===== src/rtl/reg_file_sb.sv =====
// Decode-stage register file: two combinational read ports with write bypass,
// one synchronous write port, optional hardwired r0, and a pending-write scoreboard.
module reg_file_sb #(
  parameter int DATA_W   = 32,
  parameter int ADDR_W   = 5,
  parameter int ZERO_REG = 1
) (
  input  logic              clk,
  input  logic              rstN,
  input  logic [ADDR_W-1:0] rAddr1,
  input  logic [ADDR_W-1:0] rAddr2,
  output logic [DATA_W-1:0] regData1,
  output logic [DATA_W-1:0] regData2,
  output logic              busy1,
  output logic              busy2,
  input  logic [ADDR_W-1:0] wAddr,
  input  logic [DATA_W-1:0] wrData,
  input  logic              regWriteFlag,
  input  logic              resvFlag,
  input  logic [ADDR_W-1:0] resvAddr
);

  localparam int DEPTH = 1 << ADDR_W;

  logic [DATA_W-1:0] regs [DEPTH];
  logic [DEPTH-1:0]  pending;

  logic wrZero, resvZero, rd1Zero, rd2Zero, hit1, hit2;

  assign wrZero   = (ZERO_REG != 0) && (wAddr == '0);
  assign resvZero = (ZERO_REG != 0) && (resvAddr == '0);
  assign rd1Zero  = (ZERO_REG != 0) && (rAddr1 == '0);
  assign rd2Zero  = (ZERO_REG != 0) && (rAddr2 == '0);
  assign hit1     = regWriteFlag && (wAddr == rAddr1);
  assign hit2     = regWriteFlag && (wAddr == rAddr2);

  always_ff @(posedge clk) begin
    if (!rstN) begin
      for (int i = 0; i < DEPTH; i++) regs[i] <= '0;
      pending <= '0;
    end else begin
      if (regWriteFlag && !wrZero) regs[wAddr] <= wrData;
      if (regWriteFlag) pending[wAddr] <= 1'b0;
      // Reservation follows the clear so a same-address retire/issue leaves the bit set.
      if (resvFlag && !resvZero) pending[resvAddr] <= 1'b1;
    end
  end

  always_comb begin
    regData1 = regs[rAddr1];
    if (hit1) regData1 = wrData;
    if (rd1Zero) regData1 = '0;

    regData2 = regs[rAddr2];
    if (hit2) regData2 = wrData;
    if (rd2Zero) regData2 = '0;

    busy1 = pending[rAddr1] && !hit1 && !rd1Zero;
    busy2 = pending[rAddr2] && !hit2 && !rd2Zero;
  end

endmodule


===== config.mk =====
export PLATFORM = sky130hd
export DESIGN_NAME = reg_file_sb
export DESIGN_NICKNAME = d
export VERILOG_FILES = /design/src/rtl/reg_file_sb.sv
export SDC_FILE = /design/constraint.sdc
export NUM_CORES = 2
export LEC_CHECK = 0
export CORE_ASPECT_RATIO = 0.8
export CORE_MARGIN = 1
export CORE_UTILIZATION = 50
export DETAILED_ROUTE_END_ITERATION = 7
export MAX_ROUTING_LAYER = met4
export PLACE_DENSITY = 0.66
export SLEW_MARGIN = 20
export SYNTH_ARGS = -nofsm -noshare
export SYNTH_HDL_FRONTEND = slang
export SYNTH_SLANG_ARGS = --single-unit

===== constraint.sdc =====
create_clock -name clk -period 5.15 [get_ports clk]
set_input_delay 0.7725 -clock clk [delete_from_list [all_inputs] [get_ports clk]]
set_output_delay 0.7725 -clock clk [all_outputs]
set_load 0.02 [all_outputs]

# ---- Yosys cells after proc, flatten, opt, wreduce, memory -nomap -nowiden
# Memories as Yosys holds them, arrays and structs flattened.
# Index checks and enable logic that the tools add are counted.
dict set report word_totals {
  register_bits 32
  ramBits 1024
  inputBits 56
  out_inout_bits 66
  elab_cells 56
  n_memories 1
}
dict set report classes {
  order_cmp 6
  n_eq_ne 2
  muxes 22
  bitwise 3
  reduce_logical 21
}
# name depth word_bits rd rd_clocked_by_memory_dff write_ports line
set mem_list {}
lappend mem_list {regs 32 32 2 0 32 25} ;# logic [DATA_W-1:0] regs [DEPTH];
# cell count
set ops {}
lappend ops {{32-bit two-way mux} 8}
lappend ops {{32-bit bitwise AND} 1}
lappend ops {{32-bit inverter} 1}
lappend ops {{32-bit bitwise OR} 1}
lappend ops {{32-bit OR reduction} 1}
lappend ops {{5-bit by 6-bit less-than comparator with 1-bit output (second input constant)} 4}
lappend ops {{5-bit zero test} 4}
lappend ops {{1-bit binary-select mux with 5-bit select} 2}
lappend ops {{1-bit demux with 5-bit select} 2}
lappend ops {{5-bit equality test} 2}
lappend ops {{5-bit by 1-bit greater-or-equal comparator with 1-bit output (second input constant)} 2}
lappend ops {{1-bit logical AND} 10}
lappend ops {{1-bit two-way mux} 9}
lappend ops {{1-bit zero test} 6}
lappend ops {{5-bit two-way mux} 1}

# ---- Logic depth before layout (Yosys ltp)
dict set report logic_depth {
  ltp_word 10
  depth_mapped 9
  depth_no_buf 5
}

# ---- Worst setup path after synthesis
# Ideal clock, no wire load.
dict set report synth_path {
  path_type {input -> register}
  startpoint {in regWriteFlag}
  endpoint {mem regs[4][0] (enable)}
  setup_time_ns 0.467
  arrival_ns 3.945
  required_time_ns 4.683
  setup_slack_ns 0.738
  path_stages 4
  path_buffers 2
  path_cell_list {clkbuf_1 -> or3b_2 -> clkbuf_1 -> o21ai_0}
}
# item line
set synth_lines {}
lappend synth_lines {{from (decl)} 18} ;# input logic regWriteFlag,
lappend synth_lines {{to (decl)} 25}

# ---- Final worst setup path
dict set report layout_path {
  startpoint {in wAddr[2]}
  endpoint {out regData1[12]}
}
dict set report layout_between {
  elab_chain_len 4
}
# item line
set layout_lines {}
lappend layout_lines {{from (decl)} 16} ;# input logic [ADDR_W-1:0] wAddr,
lappend layout_lines {{5-bit equality test} 34} ;# assign hit1 = regWriteFlag && (wAddr == rAddr1);
lappend layout_lines {{1-bit logical AND} 34}
lappend layout_lines {{32-bit two-way mux} 51} ;# if (hit1) regData1 = wrData;
lappend layout_lines {{32-bit two-way mux} 52} ;# if (rd1Zero) regData1 = '0;
lappend layout_lines {{to (decl)} 12} ;# output logic [DATA_W-1:0] regData1,
# Every way passes these cells.

==> key figures <==
Outcome
  • Outcome: finished, final reports clean

Timing
  • Hold Vio Cnt, Final: 0
  • Crit path time final: 4.94 ns
  • Worst Slack Setup Final: 0.211 ns
  • Clk_skew: 0 ns
  • Max-slew headroom: 19.8%
  • F_max: 202 MHz
  • RSZ-0062 raised after global routing: false
  • Worst Tran Pin Value: 1.20 ns
  • Final Cycle Share: 95.9%
  • Slew Limit Fails: 0
  • Setup TNS Final: 0 ns
  • Final setup viols: 0

Floorplan
  • Die W: 380 um
  • Row cnt: 110
  • Core area: 113000 um2
  • Initial Util: 50.6%
  • Area of the die: 116000 um2
  • Chip height: 305 um
  • Io pins: 122

Power and ir drop
  • Net Switching: 5.50 mW
  • Reg power frac: 48.6%
  • Logic pwr share: 13.9%
  • Max IR drop VDD: 0.249 mV
  • Cell leakage power: 22.1 nW
  • Sw frac: 26.4%
  • Pint: 15.3 mW
  • Pwr dens: 324 nW/um2
  • Clock group share of total power: 37.5%

Yosys
  • Most numerous cell in the Yosys netlist: edfxtp_1
  • Post-Synthesis Cell Area: 57200 um2
  • Post-Syn Instances: 3998
  • Largest cells by area after synthesis: edfxtp_1, mux4_2, and2_1, mux2i_1, clkbuf_1
  • Syn Area/Cell: 14.3 um2
  • Unique masters post-synth: 63
  • Post-synth top cells: edfxtp_1, and2_1, mux4_2, clkbuf_1, mux2i_1
  • Yosys reg bits: 1056
  • Fraction of registers with async set/reset: 0%
  • Top-area cell type share of the netlist area: 53.8%
  • Predominant post-synthesis flop cell: edfxtp_1
  • Post-synth EDFFs: 1024
  • Seq/Total Area, Yosys: 54.9%
  • Ys Warns: 0
  • Cell taking the most area after synthesis: edfxtp_1

Worst setup path
  • Setup crit end kind: primary output
  • Required time worst endpoint: 4.38 ns
  • Max stage delay cell, worst path: clkdlybuf4s50_1
  • CP Max Fanout: 27
  • Crit path cell chain: clkdlybuf4s50_1 > xnor2_1 > nand4_1 > or2_2 > buf_4 > and3_1 > a311o_1 > clkdlybuf4s50_1
  • Crit-path max cell delay: 0.68 ns
  • Most common cell on crit path: clkdlybuf4s50_1
  • CP arrival: 4.17 ns
  • Crit path launch type: input pin
  • Crit path kind: input pin to primary output

GRT
  • Global route overflow: 0
  • Vias in the first global route: 37401
  • Antenna violations before repair: 26
  • First-pass GRT wire length: 287000 um
  • GRT Overall Usage: 36.4%
  • Pin count of the biggest net entering global routing: 61

Clock network
  • CTS tree: yes
  • Clock Latency Late Sink: 0.71 ns
  • Setup Fix Bufs, Post-CTS: 0
  • CTS hold repair buffers: 0
  • CTS Buffer Depth: 3
  • # H-tree levels: 3
  • Num Clock Sinks: 1056
  • Post-cts sizing count: 0
  • Root buf cell: clkbuf_16
  • TritonCTS buffer count: 108
  • Clock slew at reported path FFs: 0.07 ns

Place
  • IO Port Bufs: 121
  • Place WS: 0.286 ns
  • GPL Wtd Cong: 0.937
  • Detailed Place HPWL: 126000 um

Cells and area
  • Reg area: 31400 um2
  • Nets: 4114
  • Multi-input gate area: 24300 um2
  • Layout filler cell count: 8724
  • Layout area overhead: 12.5%
  • Ratio of cells with drive above 1 in the final layout: 23.5%

Route
  • TritonRoute pass-1 iters: 6
  • Wirelength per Cell: 36.2 um
  • Via density: 6.91
  • WL final: 205000 um
  • DRT iter0 DRCs: 7418
  • Via count: 39188
  • # DRC: 0
  • ANT nets after route: 0

Run
  • MaxCap Viol Count: 0

Worst hold path
  • Hold WC Path Type: register to register
[worst max-delay path: cells and delay by family]
family          cells  cell delay [ns]
compound gates      1             0.42
buf+inv             3             1.55
simple gates        3             1.23
xor+xnor            1             0.17
[final cells by class]
class                      count  share of cell area, %
antenna                       10                 0.0389
clock buffer                 124                   4.33
clock inverter                74                  0.987
inverter                       6                 0.0369
multi-input combinational   2537                   37.8
sequential                  1056                   48.8
tap                         1512                   2.94
timing repair buffer         349                   5.10
[placed cells by master (no fill, tap or decap), types with 9 or more instances in the layout]
cell type / synthesis / routed
clkinv_2: 0 / 20
o21ai_0: 118 / 87
nor4_1: 11 / 11
xnor2_1: 10 / 10
a32o_1: 13 / 13
o2111ai_1: 9 / 9
o21ai_4: 1 / 32
buf_4: 37 / 209
nor2_4: 0 / 31
mux2i_1: 180 / 180
a22oi_1: 41 / 41
a221oi_1: 41 / 41
clkdlybuf4s50_1: 0 / 97
clkbuf_16: 0 / 109
o211ai_1: 33 / 33
nor3_1: 14 / 14
diode_2: 0 / 10
a211oi_1: 14 / 14
a21oi_1: 62 / 62
nor2_1: 95 / 61
and2_1: 994 / 994
a22o_1: 14 / 14
o21ai_1: 10 / 10
mux4_2: 450 / 450
buf_12: 7 / 32
conb_1: 1 / 32
clkinv_1: 0 / 31
edfxtp_1: 1024 / 1024
nand3_1: 62 / 62
clkbuf_1: 276 / 15
nand2_1: 116 / 116
nand3b_1: 9 / 9
dfxtp_1: 32 / 32
o22ai_1: 76 / 76
mux2_2: 37 / 37
[stage by stage]
stage          instances  instance area, um2  hold slack, ns  total power, mW  utilization (%)
4_1_cts             5658               64400           0.483             20.8             57.0
3_3_place_gp        5460               60900           0.467             13.1             53.9
6_report            5668               64400           0.488             20.8             57.0
5_1_grt             5663               64400           0.508             21.3             57.0
2_1_floorplan       4029               57300           0.452             11.9                -
3_5_place_dp        5460               60900           0.474             13.1             53.9
[layer usage]
metal  vias to the layer above  part of all wire [%]  track usage [%]
met2                      3322                    42             49.7
met3                       520                    16             12.7
met5                         -                     0                -
met1                     19895                    37             50.1
met4                         0                   4.3             13.2
li1                      15451                     -                -
[flip-flops by register name (all words and copies together), names as in the netlist]
| register | cells |
|---|---|
| pending | 32 |
| regs | 1024 |
[worst paths after layout]
| path | from | to | slack [ns] | cells past startpoint |
|---|---|---|---|---|
| max reg2reg | pending[21]$_SDFF_PN0_ | pending[21]$_SDFF_PN0_ | 4.45 | 2 |
| min | pending[0]$_SDFF_PN0_ | pending[0]$_SDFF_PN0_ | 0.49 | 1 |
| max | wAddr[2] | regData1[12] | 0.21 | 8 |
| min reg2reg | pending[0]$_SDFF_PN0_ | pending[0]$_SDFF_PN0_ | 0.49 | 1 |
[logic make-up after synthesis]
group / after synthesis / share of synthesized area [%]
buffers and inverters: 436 / 3.84
multiplexers: 673 / 21.9
other: 1 / 0.00656
XOR/XNOR: 10 / 0.153
AO/OA/AOI/OAI: 464 / 5.38
AND/OR/NAND/NOR: 1358 / 13.9
flip-flops: 1056 / 54.9
[power groups by stage]
stage / sequential (mW) / combinational [mW] / clock (mW)
after detailed placement: 10.3 / 2.82 / 0
after CTS: 10.1 / 2.83 / 7.82
after global placement: 10.3 / 2.81 / 0
final: 10.1 / 2.90 / 7.81
after global routing: 10.2 / 2.97 / 8.15
after floorplan: 10.2 / 1.69 / 0
(Power assumes the default switching activity.)
